==> src/rtl/alu_pkg.sv <==
// ----------------------------------------------------------------------------
// alu_pkg
// Shared ALU types and constants.
//   word_t       : 64-bit datapath word
//   logic_op_t   : opcode of the bitwise logic stage (AND / OR / XOR / pass-B)
//   GATE_DELAY   : nominal per-gate delay in ps, for timing annotation only
//   zero_levels  : number of 4-input OR levels needed to reduce a word
//   level_offset : start index of a reduction level in a flattened node vector
// ----------------------------------------------------------------------------
`timescale 1ps/1fs
package alu_pkg;

   typedef logic [63:0] word_t;

   typedef enum logic [1:0] {
      LOG_AND   = 2'b00,
      LOG_OR    = 2'b01,
      LOG_XOR   = 2'b10,
      LOG_PASSB = 2'b11
   } logic_op_t;

   localparam int GATE_DELAY = 50;

   // Smallest L such that 4**L >= w.
   function automatic int zero_levels(input int w);
      int l;
      int cap;
      l   = 0;
      cap = 1;
      while (cap < w) begin
         cap = cap * 4;
         l   = l + 1;
      end
      return l;
   endfunction

   // Nodes of level 0 occupy [0, pad), level 1 follows with pad/4 nodes, etc.
   function automatic int level_offset(input int pad, input int l);
      int off;
      int n;
      off = 0;
      n   = pad;
      for (int k = 0; k < l; k++) begin
         off = off + n;
         n   = n / 4;
      end
      return off;
   endfunction

endpackage

==> src/rtl/logic_bit_slice.sv <==
// ----------------------------------------------------------------------------
// logic_bit_slice
// One bit of the logic stage: AND/OR/XOR gates plus a gate-level 4:1 mux
// selecting the result by opcode (00 AND, 01 OR, 10 XOR, 11 pass B).
// Ports:
//   i_a, i_b  : operand bits
//   i_op      : 2-bit opcode
//   o_and     : i_a & i_b
//   o_or      : i_a | i_b
//   o_xor     : i_a ^ i_b
//   o_sel     : opcode-selected bit
// ----------------------------------------------------------------------------
`timescale 1ps/1fs
module logic_bit_slice (
   input  logic       i_a,
   input  logic       i_b,
   input  logic [1:0] i_op,
   output logic       o_and,
   output logic       o_or,
   output logic       o_xor,
   output logic       o_sel
);

   logic w_ns0;
   logic w_ns1;
   logic w_t0;
   logic w_t1;
   logic w_t2;
   logic w_t3;

   and g_and (o_and, i_a, i_b);
   or  g_or  (o_or,  i_a, i_b);
   xor g_xor (o_xor, i_a, i_b);

   // Sum-of-products mux: exactly one decode term is active per opcode.
   not g_ns0 (w_ns0, i_op[0]);
   not g_ns1 (w_ns1, i_op[1]);

   and g_t0 (w_t0, w_ns1,   w_ns0,   o_and);
   and g_t1 (w_t1, w_ns1,   i_op[0], o_or);
   and g_t2 (w_t2, i_op[1], w_ns0,   o_xor);
   and g_t3 (w_t3, i_op[1], i_op[0], i_b);

   or  g_sel (o_sel, w_t0, w_t1, w_t2, w_t3);

endmodule

==> src/rtl/bitwise_logic_unit.sv <==
// ----------------------------------------------------------------------------
// bitwise_logic_unit
// Bitwise logic stage of the ALU. Computes A&B, A|B, A^B per bit, selects one
// by opcode and registers it together with zero/negative flags (1-cycle
// latency). Asynchronous active-low reset clears the register bank.
// Ports:
//   clk       : clock, rising edge
//   reset     : async active-low reset
//   A, B      : operands (WIDTH)
//   op        : 00 AND, 01 OR, 10 XOR, 11 pass B
//   valid_in  : operands/op valid this cycle
//   and_out   : combinational A & B
//   or_out    : combinational A | B
//   xor_out   : combinational A ^ B
//   result    : registered selected value
//   zero      : registered (selected value == 0)
//   negative  : registered MSB of selected value
//   valid_out : registered valid_in
// ----------------------------------------------------------------------------
`timescale 1ps/1fs
module bitwise_logic_unit
   import alu_pkg::*;
#(
   parameter int WIDTH = 64
) (
   input  logic             clk,
   input  logic             reset,
   input  logic [WIDTH-1:0] A,
   input  logic [WIDTH-1:0] B,
   input  logic [1:0]       op,
   input  logic             valid_in,
   output logic [WIDTH-1:0] and_out,
   output logic [WIDTH-1:0] or_out,
   output logic [WIDTH-1:0] xor_out,
   output logic [WIDTH-1:0] result,
   output logic             zero,
   output logic             negative,
   output logic             valid_out
);

   localparam int ZLEVELS = zero_levels(WIDTH);
   localparam int PAD     = 4 ** ZLEVELS;
   localparam int NODES   = level_offset(PAD, ZLEVELS) + 1;

   logic [WIDTH-1:0] w_sel;
   logic [NODES-1:0] w_ztree;
   logic             w_zero_next;

   logic [WIDTH-1:0] r_result;
   logic             r_zero;
   logic             r_negative;
   logic             r_valid_out;

   // Per-bit datapath: no cross-bit signals anywhere in the slices.
   for (genvar i = 0; i < WIDTH; i++) begin : g_slice
      logic_bit_slice u_slice (
         .i_a   (A[i]),
         .i_b   (B[i]),
         .i_op  (op),
         .o_and (and_out[i]),
         .o_or  (or_out[i]),
         .o_xor (xor_out[i]),
         .o_sel (w_sel[i])
      );
   end

   // Zero detect on the selected value (not on the stored result), as a tree
   // of 4-input ORs. Leaves beyond WIDTH are tied low by the zero-extension.
   assign w_ztree[PAD-1:0] = PAD'(w_sel);

   for (genvar l = 0; l < ZLEVELS; l++) begin : g_zlevel
      localparam int SRC = level_offset(PAD, l);
      localparam int DST = level_offset(PAD, l + 1);
      localparam int CNT = PAD / (4 ** (l + 1));
      for (genvar n = 0; n < CNT; n++) begin : g_znode
         or g_or4 (w_ztree[DST+n],
                   w_ztree[SRC+4*n],   w_ztree[SRC+4*n+1],
                   w_ztree[SRC+4*n+2], w_ztree[SRC+4*n+3]);
      end
   end

   not g_zinv (w_zero_next, w_ztree[NODES-1]);

   // NOTE: sequential state uses non-blocking assignments so every register
   // samples pre-edge values regardless of statement order.
   always_ff @(posedge clk or negedge reset) begin
      if (!reset) begin
         r_result    <= '0;
         r_zero      <= 1'b1;
         r_negative  <= 1'b0;
         r_valid_out <= 1'b0;
      end else begin
         r_valid_out <= valid_in;
         if (valid_in) begin
            r_result   <= w_sel;
            r_zero     <= w_zero_next;
            r_negative <= w_sel[WIDTH-1];
         end
      end
   end

   assign result    = r_result;
   assign zero      = r_zero;
   assign negative  = r_negative;
   assign valid_out = r_valid_out;

endmodule

==> config.mk <==
export PLATFORM = sky130hd
export DESIGN_NAME = bitwise_logic_unit
export DESIGN_NICKNAME = d
export VERILOG_FILES = /design/src/rtl/alu_pkg.sv /design/src/rtl/logic_bit_slice.sv /design/src/rtl/bitwise_logic_unit.sv
export SDC_FILE = /design/constraint.sdc
export NUM_CORES = 1
export LEC_CHECK = 0
export ABC_AREA = 0
export BUFFER_PORTS_ARGS = -buffer_cell sky130_fd_sc_hd__buf_2
export CAP_MARGIN = 20
export CORE_UTILIZATION = 25
export DETAILED_ROUTE_END_ITERATION = 16
export SLEW_MARGIN = 20
export SYNTH_ARGS = -nofsm -noshare
export SYNTH_HDL_FRONTEND = slang
export SYNTH_HIERARCHICAL = 1
export SYNTH_SLANG_ARGS = --single-unit
==> constraint.sdc <==
create_clock -name clk -period 0.87 [get_ports clk]
set_input_delay 0.087 -clock clk [delete_from_list [all_inputs] [get_ports clk]]
set_output_delay 0.087 -clock clk [all_outputs]
set_load 0.05 [all_outputs]
# Yosys cells after proc, flatten, opt, wreduce, memory -nomap -nowiden
# Index checks and enable logic that the tools add are counted.
# totals
register_bits	67
elab_cells	520
output_inout_bits	259
inputBits	133
# op_classes
bitwise_logic	195
reduce_logical	321
# ops
operator	n
$reduce_and A3 Y1	256
$reduce_or A256 Y1	1
$reduce_or A4 Y1	64
$and A1 B1 Y1	64
$or A1 B1 Y1	64
$xor A1 B1 Y1	64
$not A1 Y1	3

# Depth between registers and ports, before layout
# depth
word_depth	4
depth_mapped	8
mapped_depth_nobuf	8

# Modules after synthesis
# The synthesis kept the hierarchy.
# modules_own_cells
mod	instances	area_each_um2	cells_per_inst	seq_area_each_um2
logic_bit_slice	64	58.8	6	0.0
bitwise_logic_unit	1	2583.7	163	1652.8

# Worst setup path before layout
# OpenSTA, ideal clock, no wires.
# synth_path
path_type	input to register
startpoint	input A[17]
endpoint	register r_zero (netlist: zero)
cell_stages	7
path_buffers	0
slack_ns	-1.300
setup_time_ns	0.075
t_arrival_ns	2.096
t_required_ns	0.795
cell_sequence	inv_1 ha_1 mux4_2 nor4_1 nand4_1 or4_1 o22ai_2
# synth_via
elab_chain_cells	4
word_cells_on_any_way	8
classes_between	bitwise: 4; reduce/logical: 4
# synth_rtl
item	line_no	rtl
start: declaration	bitwise_logic_unit.sv:28	input logic [WIDTH-1:0] A,
$xor A1 B1 Y1	logic_bit_slice.sv:33	xor g_xor (o_xor, i_a, i_b);
net xor_out[17]	bitwise_logic_unit.sv:34	output logic [WIDTH-1:0] xor_out,
$reduce_and A3 Y1	logic_bit_slice.sv:41	and g_t2 (w_t2, i_op[1], w_ns0, o_xor);
$reduce_or A256 Y1	bitwise_logic_unit.sv:76	or g_or4 (w_ztree[DST+n],
$not A1 Y1	bitwise_logic_unit.sv:82	not g_zinv (w_zero_next, w_ztree[NODES-1]);
end signal: assignment	bitwise_logic_unit.sv:96	r_zero <= w_zero_next;
end: declaration	bitwise_logic_unit.sv:50	logic r_zero;
# The timed path passes the listed nets, and every way through them passes these cells.
# A chain may end at the register's enable or synchronous reset.

# Worst setup path in the final report
# layout_path
startpoint	input op[1]
endpoint	register r_zero (netlist: zero)
# layout_via
elab_chain_cells	4
word_cells_on_any_way	259
classes_between	bitwise: 2; reduce/logical: 257
# layout_rtl
item	line_no	rtl
start: declaration	bitwise_logic_unit.sv:30	input logic [1:0] op,
$not A1 Y1	logic_bit_slice.sv:37	not g_ns1 (w_ns1, i_op[1]);
$reduce_and A3 Y1, on equally long branches	logic_bit_slice.sv:40, logic_bit_slice.sv:39	
$reduce_or A256 Y1 *	bitwise_logic_unit.sv:76	
$not A1 Y1 *	bitwise_logic_unit.sv:82	
# Every way passes the cells marked *; elsewhere a longest branch is shown, timed or not.

==> results.toml <==
[worst_hold_path]
worstHoldStart = "valid_in"
holdPathStages = 2
min_to = "valid_out"
hold_class = "in -> reg"

[critical_path]
crit_fanout = 6
r2r-end = "result[58]"
critPathKind = "in -> reg"
r2r_start = "result[58]"
arrival_ps = 2220
required_ps = 1130
end_kind = "flip-flop"
r2r_slack_ps = -50
r2r_cells = 2
worstSetupStartpoint = "op[1]"
start_kind = "input pin"

[layout]
synthToLayoutAreaGrowth_pct = 116
fill_cells = 2022
nets = 1416
drive_above_1_share_pct = 82.1
finalInstanceArea_um2 = 13700
antenna_cells = 0
instances_no_fill = 1482

[timing]
finClkSkew_ps = 0
worst_slew_pin_slew_ps = 362
hold_violations = 0
setup_viol = 134
setup_tns_ps = -24120
finalCriticalPeriod_ps = 1960
maxSlewHeadroom_pct = 75.9
maxSlewViolCount = 0
fin_ws_ps = -1090
fin_crit_sh_pct = 226
rsz0062_at_grt = "yes"
achievable-frequency_mhz = 509

[detailed_routing]
viasPerCell = 4.44
num_vias = 6575
avgRoutedWirePerCell_um = 17.3
ant_nets = 0
drc_errors = 0
drt_iter0_drc = 201
wl_um = 25600
drtPass1Iterations = 4

[logic_synthesis]
synth_fa_ha_area_share_pct = 25.2
synth_compound_gate_area_share_pct = 0.197
synth-seq-cells = 66
synthMuxAreaShare_pct = 34.1
synth_top_family_by_area = "multiplexers"
synth-xor-area-share_pct = 0
syn-instance-count = 547
netlist_area_um2 = 6350
synth_nets = 808
synth_cell_types = 20
syn_avg_cell_area_um2 = 11.6
yosys.area_share.simple_pct = 2.44
synth-warning-count = 6
yosysSeqAreaShare_pct = 26.0

[floorplanning]
die_y_um = 161
initial_utilization_pct = 25.8
core_area_um2 = 24600
die-width_um = 161
fp-row-count = 57
pin_count = 392
die_area_um2 = 26000

[placed_design]
globalplace.congestion = 0.808
hpwl_um = 19600
port_buffers = 391
placed_cells = 1393
dpl_cell_area_um2 = 10800

[grt]
gr-total-overflow = 0
grt_pass1_wl_um = 38300
grt_usage_pct = 19.0
grt_pass1_vias = 6994
antenna_found_initial = 0
grt_max_degree = 27

[clock_tree]
cts_buffer_depth = 2
numCtsBuffers = 9
root_buffer = "clkbuf_16"
htreeDepth = 3
clk_pin_slew_ps = 50
insertion_delay_ps = 330
cts_tree = "done"
cts_sinks = 66

[power]
p_total_w = 0.0195
p_leak_nw = 6.74
p_per_area_nw_per_um2 = 1420
vdd_drop_max_mv = 0.699

[run_status]
status = "complete, but fails checks"
violations = "setup timing"

[flow_run]
maxCapViolations = 0
[critical path: stages]
cell and delay (ps):
buf_12 110, buf_12 140, buf_12 120, mux4_2 530, nor4_2 280, buf_4 160, nand4_1 160, or4_4 520
o22ai_2 100
[final cells by class]
| type | count | area (um2) | area share (%) |
|---|---|---|---|
| repair buffers | 605 | 5170 | 37.7 |
| multi-input cells | 280 | 4960 | 36.1 |
| flip-flops and latches | 66 | 1660 | 12.1 |
| inverters | 193 | 1230 | 8.99 |
| well taps | 324 | 405 | 2.96 |
| clock buffers | 12 | 256 | 1.87 |
| clock inverters | 2 | 37.5 | 0.274 |
[synth_stat cells]
cell type	count	area [um2]
nor4_1	12	75.1
or4_1	1	7.51
nor4b_1	1	8.76
o22ai_2	1	12.5
nor2_1	1	3.75
ha_1	128	1600
dfrtp_1	65	1630
inv_1	193	724
nor3_1	1	5.00
nand2_2	1	6.26
buf_2	4	20.0
mux2_1	24	270
mux2_2	40	450
dfstp_2	1	26.3
nand3_1	1	5.00
nor4_2	2	25.0
mux4_2	64	1440
buf_4	1	7.51
nand4_1	3	18.8
clkbuf_1	3	11.3
[routing by layer]
metal  share of wire [%]  GRT usage, %  up-vias
met1                  38          21.8     3201
li1                    -             -     3057
met5                   0             0        -
met4                 1.9          4.67        0
met3                 7.7          5.34       29
met2                  52          34.6      288
[metrics by stage]
stage,hold WS (ps),util (%),setup slack (ps)
final,170,55.7,-1090
after floorplan,-209,-,-1190
after detailed placement,103,44.1,-1780
after CTS,141,53.3,-1160
after global routing,144,55.7,-1170
after global placement,111,44.1,-1790
[power breakdown]
part / internal [W] / switching (W) / total [W]
combinational: 0.00502 / 0.00683 / 0.0118
clock: 0.00234 / 0.00131 / 0.00365
sequential: 0.00358 / 0.000401 / 0.00398
[sequential cells by signal, summed over array words and instances, names as in the netlist]
register and cells:
result 63, negative 1, valid_out 1, zero 1
[cell families after synthesis]
| kind of cell | count (synthesis) |
|---|---|
| buf+inv | 201 |
| flops | 66 |
| simple gates | 23 |
| compound gates | 1 |
| fa+ha+maj | 128 |
| mux | 128 |
[timing repair]
item                                   4_1_cts  5_1_grt
setup endpoints to repair                  256      183
resized for setup                          455      123
pin swaps                                   13       13
gates cloned                                 1        1
endpoints found under the hold margin       65        0
hold buffers                                 1        0
setup buffers                               40       38
[how the worst max path moves through the flow]
stage | endpoint | slack, ps | cells after the start
2_1_floorplan | zero | -1190 | 8
3_3_place_gp | zero | -1790 | 9
3_5_place_dp | zero | -1780 | 9
4_1_cts | zero | -1160 | 9
5_1_grt | zero | -1170 | 9
6_report | zero | -1090 | 9
[placed cells by master (no fill, tap or decap), types with 19 or more instances in the layout]
| master | n |
|---|---|
| buf_4 | 228 |
| buf_2 | 164 |
| buf_6 | 149 |
| inv_1 | 70 |
| mux4_2 | 64 |
| dfrtp_1 | 63 |
| ha_1 | 61 |
| mux2_4 | 58 |
| ha_4 | 55 |
| inv_2 | 46 |
| buf_8 | 27 |
| clkinvlp_4 | 24 |
| inv_12 | 23 |
| inv_6 | 20 |
| buf_12 | 19 |
No activity file was read; power rests on OpenSTA's default activity.
